**src/rtl/mips_cpu_state_controller_if.sv**
```systemverilog
// Bus between the multi-cycle sequencer and the datapath: decoded IR fields and
// memory status in, state plus datapath enables out.
interface mips_cpu_state_controller_if;
  logic [5:0]  opcode;
  logic [5:0]  funct;
  logic [4:0]  rt;
  logic [31:0] next_pc;
  logic        mem_waitrequest;
  logic [2:0]  state;
  logic        ir_enable;
  logic        mem_read;
  logic        mem_write;
  logic        pc_enable;
  logic        regfile_we;
  logic        active;
  logic [31:0] cycle_count;

  // Datapath side: supplies IR fields and memory status, consumes enables.
  modport master (
    output opcode, funct, rt, next_pc, mem_waitrequest,
    input  state, ir_enable, mem_read, mem_write, pc_enable, regfile_we,
    input  active, cycle_count
  );

  // Sequencer side.
  modport slave (
    input  opcode, funct, rt, next_pc, mem_waitrequest,
    output state, ir_enable, mem_read, mem_write, pc_enable, regfile_we,
    output active, cycle_count
  );
endinterface

```
**src/rtl/mips_cpu_state_controller.sv**
```systemverilog
// Multi-cycle MIPS sequencer: FETCH/DECODE/EXEC/MEM/WRITEBACK/HALTED driving datapath enables.
// Optional cycle counter enabled by defining MIPS_CPU_CYCLE_COUNT_EN.
module mips_cpu_state_controller #(
  parameter logic [31:0] HALT_PC = 32'h0000_0000
) (
  input logic                          clk,
  input logic                          reset,
  mips_cpu_state_controller_if.slave   bus
);

  typedef enum logic [2:0] {
    FETCH     = 3'd0,
    DECODE    = 3'd1,
    EXEC      = 3'd2,
    MEM       = 3'd3,
    WRITEBACK = 3'd4,
    HALTED    = 3'd5
  } state_t;

  state_t state_q, state_d;
  logic   active_q, active_d;

  logic   is_load;
  logic   is_store;
  logic   writes_reg;
  logic   ir_enable;
  logic   mem_read;
  logic   mem_write;
  logic   pc_enable;
  logic   regfile_we;

  always_comb begin
    is_load = 1'b0;
    case (bus.opcode)
      6'h20, 6'h21, 6'h22, 6'h23, 6'h24, 6'h25, 6'h26: is_load = 1'b1;
      default:                                         is_load = 1'b0;
    endcase
  end

  always_comb begin
    is_store = 1'b0;
    case (bus.opcode)
      6'h28, 6'h29, 6'h2A, 6'h2B, 6'h2E: is_store = 1'b1;
      default:                           is_store = 1'b0;
    endcase
  end

  // R-type writes rd except jump-register, mthi/mtlo and mult/div family.
  always_comb begin
    writes_reg = 1'b0;
    case (bus.opcode)
      6'h00: begin
        case (bus.funct)
          6'h08, 6'h11, 6'h13,
          6'h18, 6'h19, 6'h1A, 6'h1B: writes_reg = 1'b0;
          default:                    writes_reg = 1'b1;
        endcase
      end
      6'h01:                             writes_reg = bus.rt[4];
      6'h03:                             writes_reg = 1'b1;
      6'h08, 6'h09, 6'h0A, 6'h0B,
      6'h0C, 6'h0D, 6'h0E, 6'h0F:        writes_reg = 1'b1;
      6'h20, 6'h21, 6'h22, 6'h23,
      6'h24, 6'h25, 6'h26:               writes_reg = 1'b1;
      default:                           writes_reg = 1'b0;
    endcase
  end

  always_comb begin
    state_d    = state_q;
    ir_enable  = 1'b0;
    mem_read   = 1'b0;
    mem_write  = 1'b0;
    pc_enable  = 1'b0;
    regfile_we = 1'b0;
    case (state_q)
      FETCH: begin
        mem_read  = 1'b1;
        ir_enable = !bus.mem_waitrequest;
        if (!bus.mem_waitrequest) begin
          state_d = DECODE;
        end
      end
      DECODE: begin
        state_d = EXEC;
      end
      EXEC: begin
        if (is_load || is_store) begin
          state_d = MEM;
        end else begin
          state_d = WRITEBACK;
        end
      end
      MEM: begin
        // Loads and stores are disjoint opcode sets, so at most one strobe fires.
        mem_read  = is_load;
        mem_write = is_store;
        if (!bus.mem_waitrequest) begin
          state_d = WRITEBACK;
        end
      end
      WRITEBACK: begin
        pc_enable  = 1'b1;
        regfile_we = writes_reg;
        if (bus.next_pc == HALT_PC) begin
          state_d = HALTED;
        end else begin
          state_d = FETCH;
        end
      end
      HALTED: begin
        state_d = HALTED;
      end
      default: begin
        state_d = FETCH;
      end
    endcase
  end

  assign active_d = (state_d != HALTED);

  always_ff @(posedge clk or posedge reset) begin
    if (reset) begin
      state_q  <= FETCH;
      active_q <= 1'b1;
    end else begin
      state_q  <= state_d;
      active_q <= active_d;
    end
  end

`ifdef MIPS_CPU_CYCLE_COUNT_EN
  logic [31:0] cycle_count_q, cycle_count_d;

  always_comb begin
    cycle_count_d = cycle_count_q;
    if (active_q && (state_q != HALTED)) begin
      cycle_count_d = cycle_count_q + 32'd1;
    end
  end

  always_ff @(posedge clk or posedge reset) begin
    if (reset) begin
      cycle_count_q <= 32'h0;
    end else begin
      cycle_count_q <= cycle_count_d;
    end
  end

  assign bus.cycle_count = cycle_count_q;
`else
  assign bus.cycle_count = 32'h0;
`endif

  assign bus.state      = state_q;
  assign bus.active     = active_q;
  assign bus.ir_enable  = ir_enable;
  assign bus.mem_read   = mem_read;
  assign bus.mem_write  = mem_write;
  assign bus.pc_enable  = pc_enable;
  assign bus.regfile_we = regfile_we;

endmodule
```
**src/flat_wrapper.sv**
```systemverilog
// flat-port wrapper written by rule: the top's interface ports become plain ports
module mips_cpu_state_controller_flat 
#(
  parameter logic [31:0] HALT_PC = 32'h0000_0000
)
  (clk, reset, bus_opcode, bus_funct, bus_rt, bus_next_pc, bus_mem_waitrequest, bus_state, bus_ir_enable, bus_mem_read, bus_mem_write, bus_pc_enable, bus_regfile_we, bus_active, bus_cycle_count);
  mips_cpu_state_controller_if bus_i ();
  input logic clk;
  input logic reset;
  input wire logic [$bits(bus_i.opcode)-1:0] bus_opcode;
  input wire logic [$bits(bus_i.funct)-1:0] bus_funct;
  input wire logic [$bits(bus_i.rt)-1:0] bus_rt;
  input wire logic [$bits(bus_i.next_pc)-1:0] bus_next_pc;
  input wire logic [$bits(bus_i.mem_waitrequest)-1:0] bus_mem_waitrequest;
  output wire logic [$bits(bus_i.state)-1:0] bus_state;
  output wire logic [$bits(bus_i.ir_enable)-1:0] bus_ir_enable;
  output wire logic [$bits(bus_i.mem_read)-1:0] bus_mem_read;
  output wire logic [$bits(bus_i.mem_write)-1:0] bus_mem_write;
  output wire logic [$bits(bus_i.pc_enable)-1:0] bus_pc_enable;
  output wire logic [$bits(bus_i.regfile_we)-1:0] bus_regfile_we;
  output wire logic [$bits(bus_i.active)-1:0] bus_active;
  output wire logic [$bits(bus_i.cycle_count)-1:0] bus_cycle_count;
  assign bus_i.opcode = bus_opcode;
  assign bus_i.funct = bus_funct;
  assign bus_i.rt = bus_rt;
  assign bus_i.next_pc = bus_next_pc;
  assign bus_i.mem_waitrequest = bus_mem_waitrequest;
  assign bus_state = bus_i.state;
  assign bus_ir_enable = bus_i.ir_enable;
  assign bus_mem_read = bus_i.mem_read;
  assign bus_mem_write = bus_i.mem_write;
  assign bus_pc_enable = bus_i.pc_enable;
  assign bus_regfile_we = bus_i.regfile_we;
  assign bus_active = bus_i.active;
  assign bus_cycle_count = bus_i.cycle_count;
  mips_cpu_state_controller #(.HALT_PC(HALT_PC)) u_core (.clk(clk), .reset(reset), .bus(bus_i));
endmodule
```
**config.mk**
```make
export PLATFORM = sky130hd
export DESIGN_NAME = mips_cpu_state_controller_flat
export DESIGN_NICKNAME = d
export VERILOG_FILES = /design/src/rtl/mips_cpu_state_controller_if.sv /design/src/rtl/mips_cpu_state_controller.sv /design/src/flat_wrapper.sv
export SDC_FILE = /design/constraint.sdc
export NUM_CORES = 1
export LEC_CHECK = 0
export ABC_AREA = 1
export BUFFER_PORTS_ARGS = -buffer_cell sky130_fd_sc_hd__buf_2
export CAP_MARGIN = 5
export CORE_ASPECT_RATIO = 1.5
export CORE_MARGIN = 5
export CORE_UTILIZATION = 31
export DETAILED_ROUTE_END_ITERATION = 16
export GPL_ROUTABILITY_DRIVEN = 0
export GPL_TIMING_DRIVEN = 0
export PLACE_DENSITY = 0.92
export SKIP_LAST_GASP = 1
export SLEW_MARGIN = 10
export SYNTH_ARGS = -nofsm -noshare
export SYNTH_HDL_FRONTEND = slang
export SYNTH_SLANG_ARGS = --single-unit
```
**constraint.sdc**
```tcl
create_clock -name clk -period 1.24 [get_ports clk]
set_clock_uncertainty 0.05 [all_clocks]
set_input_delay 0.124 -clock clk [delete_from_list [all_inputs] [get_ports clk]]
set_output_delay 0.124 -clock clk [all_outputs]
set_load 0.01 [all_outputs]
```
==> run metrics, run 1 <==
Die Span Y=approximately 68 um; grt ovf=0; first-pass GRT wire length=3420 um; CTS tree=built; number of global-route vias before repair=slightly above 900; Synth Flop Type=dfrtp_1; Setup Crit Path Kind=flip-flop to output port; Routed WL=between 2000 and 2500 um; period utilization=1.10; count of final hold-check violations=0; pins over their slew limit=0; CTS buffer count=3; Pwr Total=1070 uW; post-synth cell types=17; Sum Neg Setup Slack=-0.332 ns; Avg Inst Size Synth=~5.8 um2; P_leak=about 0.00078 uW; #FFs+latches synth=4; worst IR drop on VDD=just under 0.0006 V; WL per Instance=approximately 8.6 um; multi-input logic area=around 450 um2; Synth async-reset ratio=1.00; critical path arrival=about 1.2 ns; FF/Latch Area=about 100 um2; met2 usage=0.219; initial core utilization=0.319; post-synth top area share=0.345; Clock Latency Late Sink=0.23 ns; Most Crowded Layer GR=met2; CTS Root Cell=clkbuf_4; Worst setup EP type=output port; Clk pin slew, worst setup/hold paths=around 0.040 ns; Synth area leaders=buf_4, nor2_1, dfrtp_1, nand2_1, inv_1; largest net degree at the start of global routing=5; Critical Path Start Type=flip-flop; nets=270; IO buf count=between 50 and 60; Synth Instances=120; cell row count=21; Fmax=roughly 730 MHz; min Tclk post-route=between 1 and 1.5 ns; Sink Count=4; Final ANT Viol Nets=0; fin cells=240; core area=between 2000 and 2500 um2; WP data required=approximately 1.1 ns; MaxCap Viol Count=0; PD cells=878 nW/um2; slowest stage delay, CP=roughly 0.42 ns; M1 GR Usage=0.132; Syn. warnings=0; Die W=about 50 um; GRT Total Usage=0.122; Post-synth EDFFs=0; Vias per Instance=between 3 and 4; Max H-tree Level=1; DP Wirelength=around 1800 um; Setup WS post-layout=-0.126 ns; sequential area share after synthesis=0.146; Clock Path Buffers=2; initial antenna violation count=0; # setup viols final=4; Fill cells=210; overall die area=3310 um2; share of cells above drive strength 1=0.498; critical-path cell list=nor3_2 -> inv_1 -> o21ai_1 -> buf_2; drt first pass iters=4; diode count=0; drt first-iter violations=8; Synth top cells by count=buf_4, nor2_1, nand2_1; Yosys top cell by area=buf_4; Residual DRC=0; dpl cells=230; critical-path maximum fanout=3; # IOs=93; status=finished with violations; met3 Resource Use GR=0.0458; Post-Syn Area=roughly 700 um2; RSZ-0062 raised after global routing=yes; area grow syn2layout=75.9%; Hold Path Class=input pin to flip-flop; slowest CP cell=dfrtp_2; failing checks=negative setup slack; via count=about 930
==> state kept, by name, indices dropped and copies added (netlist names) <==
name,flops
u_core.bus.state,3
u_core.bus.active,1
==> final cells by class <==
cell class              count  area share
well taps                  23      0.0235
multi-input cells         102       0.364
clock buffers               4      0.0215
flip-flops and latches      4      0.0838
repair buffers             62       0.271
inverters                  13      0.0399
plain buffers              32       0.196
==> cells by family (layout without fill, tap and decap cells) <==
logic type	count (synthesis)	count (layout)	share of synthesized area
other	1	32	0.00539
DFF	4	4	0.146
and+or+nand+nor	63	63	0.374
buffers and inverters	45	111	0.415
AOI/OAI and AO/OA	7	7	0.0594
==> worst max-delay path: cells and delay by family (launching register included) <==
kind | cells | cell delay, ns
AOI/OAI and AO/OA | 1 | 0.12
buffers and inverters | 2 | 0.24
DFF | 1 | 0.42
and+or+nand+nor | 1 | 0.18
==> through the flow <==
step	hold slack, ns	utilization	setup WS, ns	cell area (um2)
3_3_place_gp	-0.0502	0.514	0.0246	1120
4_1_cts	0.142	0.549	-0.108	1200
5_1_grt	0.172	0.561	-0.217	1220
6_report	0.143	0.561	-0.126	1220
3_5_place_dp	-0.0365	0.514	-0.0146	1120
2_1_floorplan	-0.161	-	0.0178	812
==> cells in the final DEF, fill, tap and decap left out, drive strengths merged <==
cell type / netlist / final
a21oi: 1 / 1
a31oi: 1 / 1
buf: 32 / 93
clkbuf: 0 / 4
conb: 1 / 32
dfrtp: 3 / 3
dfstp: 1 / 1
dlygate4sd3: 0 / 1
inv: 13 / 13
nand2: 20 / 20
nand3: 7 / 7
nand3b: 1 / 1
nor2: 32 / 32
nor3: 2 / 2
nor3b: 1 / 1
o211ai: 1 / 1
o21ai: 3 / 3
o21bai: 1 / 1
==> layer usage <==
metal  share of wire  routed length, um
met5               0                  0
met4               0                  0
met3            0.15                314
met2            0.52               1070
met1            0.33                680
==> path summary, 6_finish.rpt <==
kind	startpoint	to	slack, ns	cells past startpoint
max	u_core.bus.state[2]	bus_mem_read	-0.13	4
min reg2reg	u_core.bus.state[2]	u_core.bus.active	0.62	3
max reg2reg	u_core.bus.state[2]	u_core.bus.state[0]	0.05	7
min in group asynchronous	reset	u_core.bus.state[0]	0.26	3
min	bus_mem_waitrequest	u_core.bus.state[2]	0.14	4
max in group asynchronous	reset	u_core.bus.active	0.65	3
==> where the power goes <==
group | switching, uW | leakage (uW) | internal, uW | total [uW]
Clock | 52.7 | 0.0000150 | 121 | 173
Combinational | 360 | 0.000717 | 331 | 691
Sequential | 30.4 | 0.0000480 | 180 | 210
==> repair_timing <==
item	4_1_cts	5_1_grt
hold buffers	1	0
gates resized for setup	6	7
pin swaps	3	2
setup endpoints to repair	4	8
hold endpoints to repair	4	0
buffers inserted	4	1
Power figures use the tool's default switching activity.
==> run 2: changes to the inputs <==
--- a/config.mk
+++ b/config.mk
@@ -6,15 +6,14 @@
 export NUM_CORES = 1
 export LEC_CHECK = 0
 export ABC_AREA = 1
-export BUFFER_PORTS_ARGS = -buffer_cell sky130_fd_sc_hd__buf_2
 export CAP_MARGIN = 5
-export CORE_ASPECT_RATIO = 1.5
 export CORE_MARGIN = 5
-export CORE_UTILIZATION = 31
+export CORE_UTILIZATION = 45
 export DETAILED_ROUTE_END_ITERATION = 16
+export DONT_BUFFER_PORTS = 1
 export GPL_ROUTABILITY_DRIVEN = 0
 export GPL_TIMING_DRIVEN = 0
-export PLACE_DENSITY = 0.92
+export PLACE_DENSITY = 0.66
 export SKIP_LAST_GASP = 1
 export SLEW_MARGIN = 10
 export SYNTH_ARGS = -nofsm -noshare
==> run metrics, run 2 (synthesis gave the netlist of run 1 again) <==
first-pass GRT wire length=2740 um (-20%); CTS Root Cell=clkbuf_4; cell row count=14 (-33%); grt ovf=0 (unchanged); sw power=423 uW (-4.4%); slowest stage delay, CP=0.47 ns (+0.05 ns); Setup Crit Path Kind=flip-flop to output port; cell area after layout=935 um2 (-24%); CTS buffer count=3 (unchanged); FF/Latch Area=104 um2 (+1.2%); delay-heaviest family, CP=flip-flops; Internal Power=497 uW (-21%); drt first pass iters=4 (unchanged); nets=210 (-22%); register share of total power=0.289 (+0.093); PD cells=984 nW/um2 (+12%); WL per Instance=9.92 um (+15%); dpl cells=167 (-27%); largest net degree at the start of global routing=7 (+2); period utilization=1.08 (-0.0172); status=finished with violations; multi-input logic area=475 um2 (+6.7%); Clock Path Buffers=2 (unchanged); overall die area=2430 um2 (-27%); Clk pin slew, worst setup/hold paths=0.04 ns (about the same); Vias per Instance=4.09 (+5.0%); placed inst area=832 um2 (-26%); CTS tree=built; critical-path cell list=nor3_4 -> inv_2 -> o21ai_4; # IOs=93 (unchanged); via count=707 (-24%); switch share=0.460 (+0.0479); Worst setup EP type=output port; initial antenna violation count=0 (unchanged); IO buf count=0 (-100%); core area=1490 um2 (-32%); Setup WS post-layout=-0.104 ns (+0.0213 ns); Residual DRC=0 (unchanged); DP Wirelength=1590 um (-13%); pre-CTS WS=-0.114 ns (-0.0990 ns); Fill cells=156 (-26%); most frequent cells in the layout=buf_4, conb_1, nor2_1; slowest CP cell=dfrtp_2; Critical Path Start Type=flip-flop; number of global-route vias before repair=684 (-25%); logic gate share of total power=0.524 (-0.119); diode count=0 (unchanged); WP buf/inv=1 (-1); critical-path maximum fanout=6 (+3); GRT Total Usage=0.137 (+0.0147); Sink Count=4 (unchanged); Worst Hold Path Cells=2 (-2); Final ANT Viol Nets=0 (unchanged); drt first-iter violations=5 (-3); worst IR drop on VDD=0.000610 V (+4.7%); Fmax=744 MHz (+1.6%); area grow syn2layout=34.4%; Max H-tree Level=1 (unchanged); pins over their slew limit=0 (unchanged); failing checks=negative setup slack; initial core utilization=0.467 (+0.148); Die Span Y=49.3 um (-27%); commonest non-fill, non-tap cell in the layout=buf_4; count of final hold-check violations=0 (unchanged); fin cells=173 (-28%); Routed WL=1720 um (-17%); RSZ-0062 raised after global routing=yes; clock power share=0.188 (+0.027); share of cells above drive strength 1=0.318 (-0.179); Clock Latency Late Sink=0.23 ns (about the same); Reg2Reg Depth=7 (unchanged); Final Core Density=0.628 (+0.0666); # setup viols final=4 (unchanged); min Tclk post-route=1.34 ns (-0.0213 ns); Hold Path Class=input pin to flip-flop; P_leak=0.000534 uW (-32%); max reg flops=3 (unchanged); critical path arrival=1.17 ns (-0.02 ns); WP data required=1.07 ns (about the same); Die W=49.3 um (+1.3%); WP depth=3 (-1); MaxCap Viol Count=0 (unchanged)
[run 2: worst paths after layout]
kind,end,slack [ns],start
worst max-delay path,bus_mem_read,-0.10,u_core.bus.state[2]
worst min register to register,u_core.bus.state[1],0.58,u_core.bus.state[2]
max in group asynchronous,u_core.bus.active,0.74,reset
worst max register to register,u_core.bus.state[0],0.01,u_core.bus.state[1]
min in group asynchronous,u_core.bus.state[1],0.17,reset
worst min-delay path,u_core.bus.state[1],0.02,bus_mem_waitrequest
[run 2: metal layers]
metal  routed length (um)  GRT usage  up-vias
met5                    0          0        -
met3                  279     0.0703        0
met1                  526      0.130      279
met2                  910      0.255       53
li1                     -          -      375
met4                    0     0.0269        0
[run 2: layout make-up]
type	instances	share of cell area
Tap cell	16	0.0214
Multi-Input combinational cell	102	0.509
Buffer	32	0.257
Sequential cell	4	0.111
Inverter	13	0.0549
Clock buffer	4	0.0281
Timing Repair Buffer	2	0.0187
[run 2: repair_timing]
| item | 4_1_cts | 5_1_grt |
|---|---|---|
| gates resized for setup | 13 | 6 |
| pin swaps | 3 | 3 |
| endpoints found under the setup margin | 6 | 7 |
| hold buffers | 1 | 0 |
| cloned | 0 | 0 |
| buffers inserted | 1 | 0 |
| endpoints found under the hold margin | 4 | 0 |
[run 2: power by group through the flow]
stage	registers [uW]	clock network [uW]	logic [uW]
finish	266	173	482
global route	270	198	537
CTS	258	180	441
detailed placement	248	0	370
global placement	246	0	364
floorplan	233	0	329
[run 2: stage by stage]
| stage | total power, uW | hold slack, ns | TNS, ns |
|---|---|---|---|
| 4_1_cts | 879 | 0.0218 | -0.291 |
| 2_1_floorplan | 562 | -0.161 | 0 |
| 3_5_place_dp | 618 | -0.145 | -0.114 |
| 3_3_place_gp | 610 | -0.151 | -0.119 |
| 5_1_grt | 1010 | 0.0141 | -0.657 |
| 6_report | 920 | 0.0238 | -0.223 |
[run 2: worst reg2reg max path: cells and delay by family, from the launching register on]
family                 cells  cell delay (ns)
DFF                        1             0.41
buffers and inverters      1             0.14
and+or+nand+nor            6             0.55
==> run 3: changes to the inputs <==
--- a/config.mk
+++ b/config.mk
@@ -7,6 +7,7 @@
 export LEC_CHECK = 0
 export ABC_AREA = 1
 export CAP_MARGIN = 5
+export CORE_ASPECT_RATIO = 1.1
 export CORE_MARGIN = 5
 export CORE_UTILIZATION = 45
 export DETAILED_ROUTE_END_ITERATION = 16
==> run metrics, run 3 (synthesis gave the netlist of run 1 again) <==
status=finished with violations; failing checks=negative setup slack; Clk pin slew, worst setup/hold paths=0.05 ns (about the same); Final ANT Viol Nets=0 (unchanged); CTS Root Cell=clkbuf_4; Die W=47.5 um (-3.7%); Fmax=729 MHz (-2.0%); Setup Crit Path Kind=flip-flop to output port; register share of total power=0.281 (-0.008); Worst setup EP type=output port; WP buf/inv=1 (unchanged); number of global-route vias before repair=698 (+2.0%); Residual DRC=0 (unchanged); Clock Latency Late Sink=0.24 ns (about the same); Reg-to-Reg Start=u_core.bus.state[1]; WL per Instance=10.3 um (+4.2%); Setup WS post-layout=-0.132 ns (-0.0278 ns); initial antenna violation count=0 (unchanged); share of cells above drive strength 1=0.323 (+0.00431); MaxCap Viol Count=0 (unchanged); Routed WL=1800 um (+4.8%); min Tclk post-route=1.37 ns (+0.0278 ns); nets=211 (+0.48%); grt ovf=0 (unchanged); overall die area=2430 um2 (about the same); cell area after layout=942 um2 (+0.80%); core area=1420 um2 (-4.7%); delay-heaviest family, CP=flip-flops; commonest non-fill, non-tap cell in the layout=buf_4; worst IR drop on VDD=0.000514 V (-16%); sw power=443 uW (+4.6%); critical-path maximum fanout=6 (unchanged); first-pass GRT wire length=2640 um (-3.8%); largest net degree at the start of global routing=7 (unchanged); clock power share=0.189 (about the same); Hold Startpoint=bus_mem_waitrequest; hold slack=0.0133 ns (-0.0105 ns); logic gate share of total power=0.531 (+0.007); area grow syn2layout=35.4%; Die Span Y=51.2 um (+3.9%); Sum Neg Setup Slack=-0.346 ns (-0.123 ns); Max H-tree Level=1 (unchanged); initial core utilization=0.490 (+0.0231); critical-path cell list=nor3_4 -> inv_2 -> o21ai_4; Vias per Instance=4.25 (+3.9%); CTS tree=built; drt first pass iters=4 (unchanged); Worst Hold Path Cells=2 (unchanged); CTS buffer count=3 (unchanged); Worst Hold Endpoint=u_core.bus.state[1]; switch share=0.464 (+0.00440); slowest stage delay, CP=0.47 ns (about the same); max reg flops=3 (unchanged); Sink Count=4 (unchanged); via count=739 (+4.5%); cell row count=14 (unchanged); placed inst area=832 um2 (unchanged); Hold Path Class=input pin to flip-flop; DP Wirelength=1610 um (+1.1%); flop-to-flop setup slack=-0.02 ns (-0.03 ns); PD cells=1010 nW/um2 (+2.8%); drt first-iter violations=2 (-3); WP data required=1.07 ns (about the same); Critical Path Start Type=flip-flop; pins over their slew limit=0 (unchanged); count of final hold-check violations=0 (unchanged); most frequent cells in the layout=buf_4, conb_1, nor2_1; Worst R2R End=u_core.bus.state[2]; diode count=0 (unchanged); critical path arrival=1.20 ns (+0.03 ns); period utilization=1.11 (+0.0224); # setup viols final=6 (+2); dpl cells=167 (unchanged); P_leak=0.000538 uW (+0.83%); fin cells=174 (+0.58%); Reg2Reg Depth=7 (unchanged); IO buf count=0 (unchanged); RSZ-0062 raised after global routing=yes; Clock Path Buffers=2 (unchanged); # IOs=93 (unchanged); slowest CP cell=dfrtp_2; Internal Power=511 uW (+2.8%); GRT Total Usage=0.144 (+0.00701)
==> run 3: power groups by stage <==
stage,sequential [uW],combinational (uW),clock [uW]
after floorplan,233,329,0
after detailed placement,251,366,0
after global routing,276,567,188
after global placement,250,365,0
final,268,506,180
after CTS,260,441,184
==> run 3: final cells by class <==
type / instances / area (um2)
plain buffers: 32 / 240
clock buffers: 4 / 26.3
flip-flops and latches: 4 / 104
well taps: 16 / 20.0
multi-input cells: 102 / 475
fillers: 125 / 477
repair buffers: 3 / 25.0
inverters: 13 / 51.3
==> run 3: layer usage <==
metal  part of all wire  vias to the layer above  GRT usage
li1                   -                      380          -
met1               0.28                      288      0.140
met5                  0                        -          0
met3               0.19                        2     0.0316
met4             0.0078                        0     0.0737
met2               0.52                       69      0.266
==> run 3: worst max-delay path by stage <==
stage | from | end | slack [ns] | cells after the start
floorplan | u_core.bus.state[2] | bus_mem_read | 0.02 | 3
global placement | u_core.bus.state[1] | bus_mem_read | -0.12 | 4
detailed placement | u_core.bus.state[2] | bus_mem_read | -0.12 | 3
CTS | u_core.bus.state[2] | bus_mem_read | -0.16 | 3
global route | u_core.bus.state[2] | bus_mem_read | -0.18 | 3
finish | u_core.bus.state[2] | bus_mem_read | -0.13 | 3
==> run 3: repair_timing <==
action | in CTS | in global routing
endpoints found under the hold margin | 4 | 0
pin swaps | 3 | 3
buffers inserted | 1 | 1
hold buffers | 1 | 0
gates resized for setup | 13 | 6
setup endpoints to repair | 6 | 8
==> run 3: worst register-to-register path, delay by kind of cell (launching register included) <==
family	cells	cell delay (ns)
flops	1	0.42
buf+inv	1	0.15
simple gates	6	0.56
==> run 3: per-stage QoR <==
step | total power, uW | setup WS (ns) | util
after floorplan | 562 | 0.0178 | -
final | 954 | -0.132 | 0.664
after global routing | 1030 | -0.178 | 0.664
after detailed placement | 617 | -0.124 | 0.586
after global placement | 614 | -0.124 | 0.586
after CTS | 885 | -0.159 | 0.644
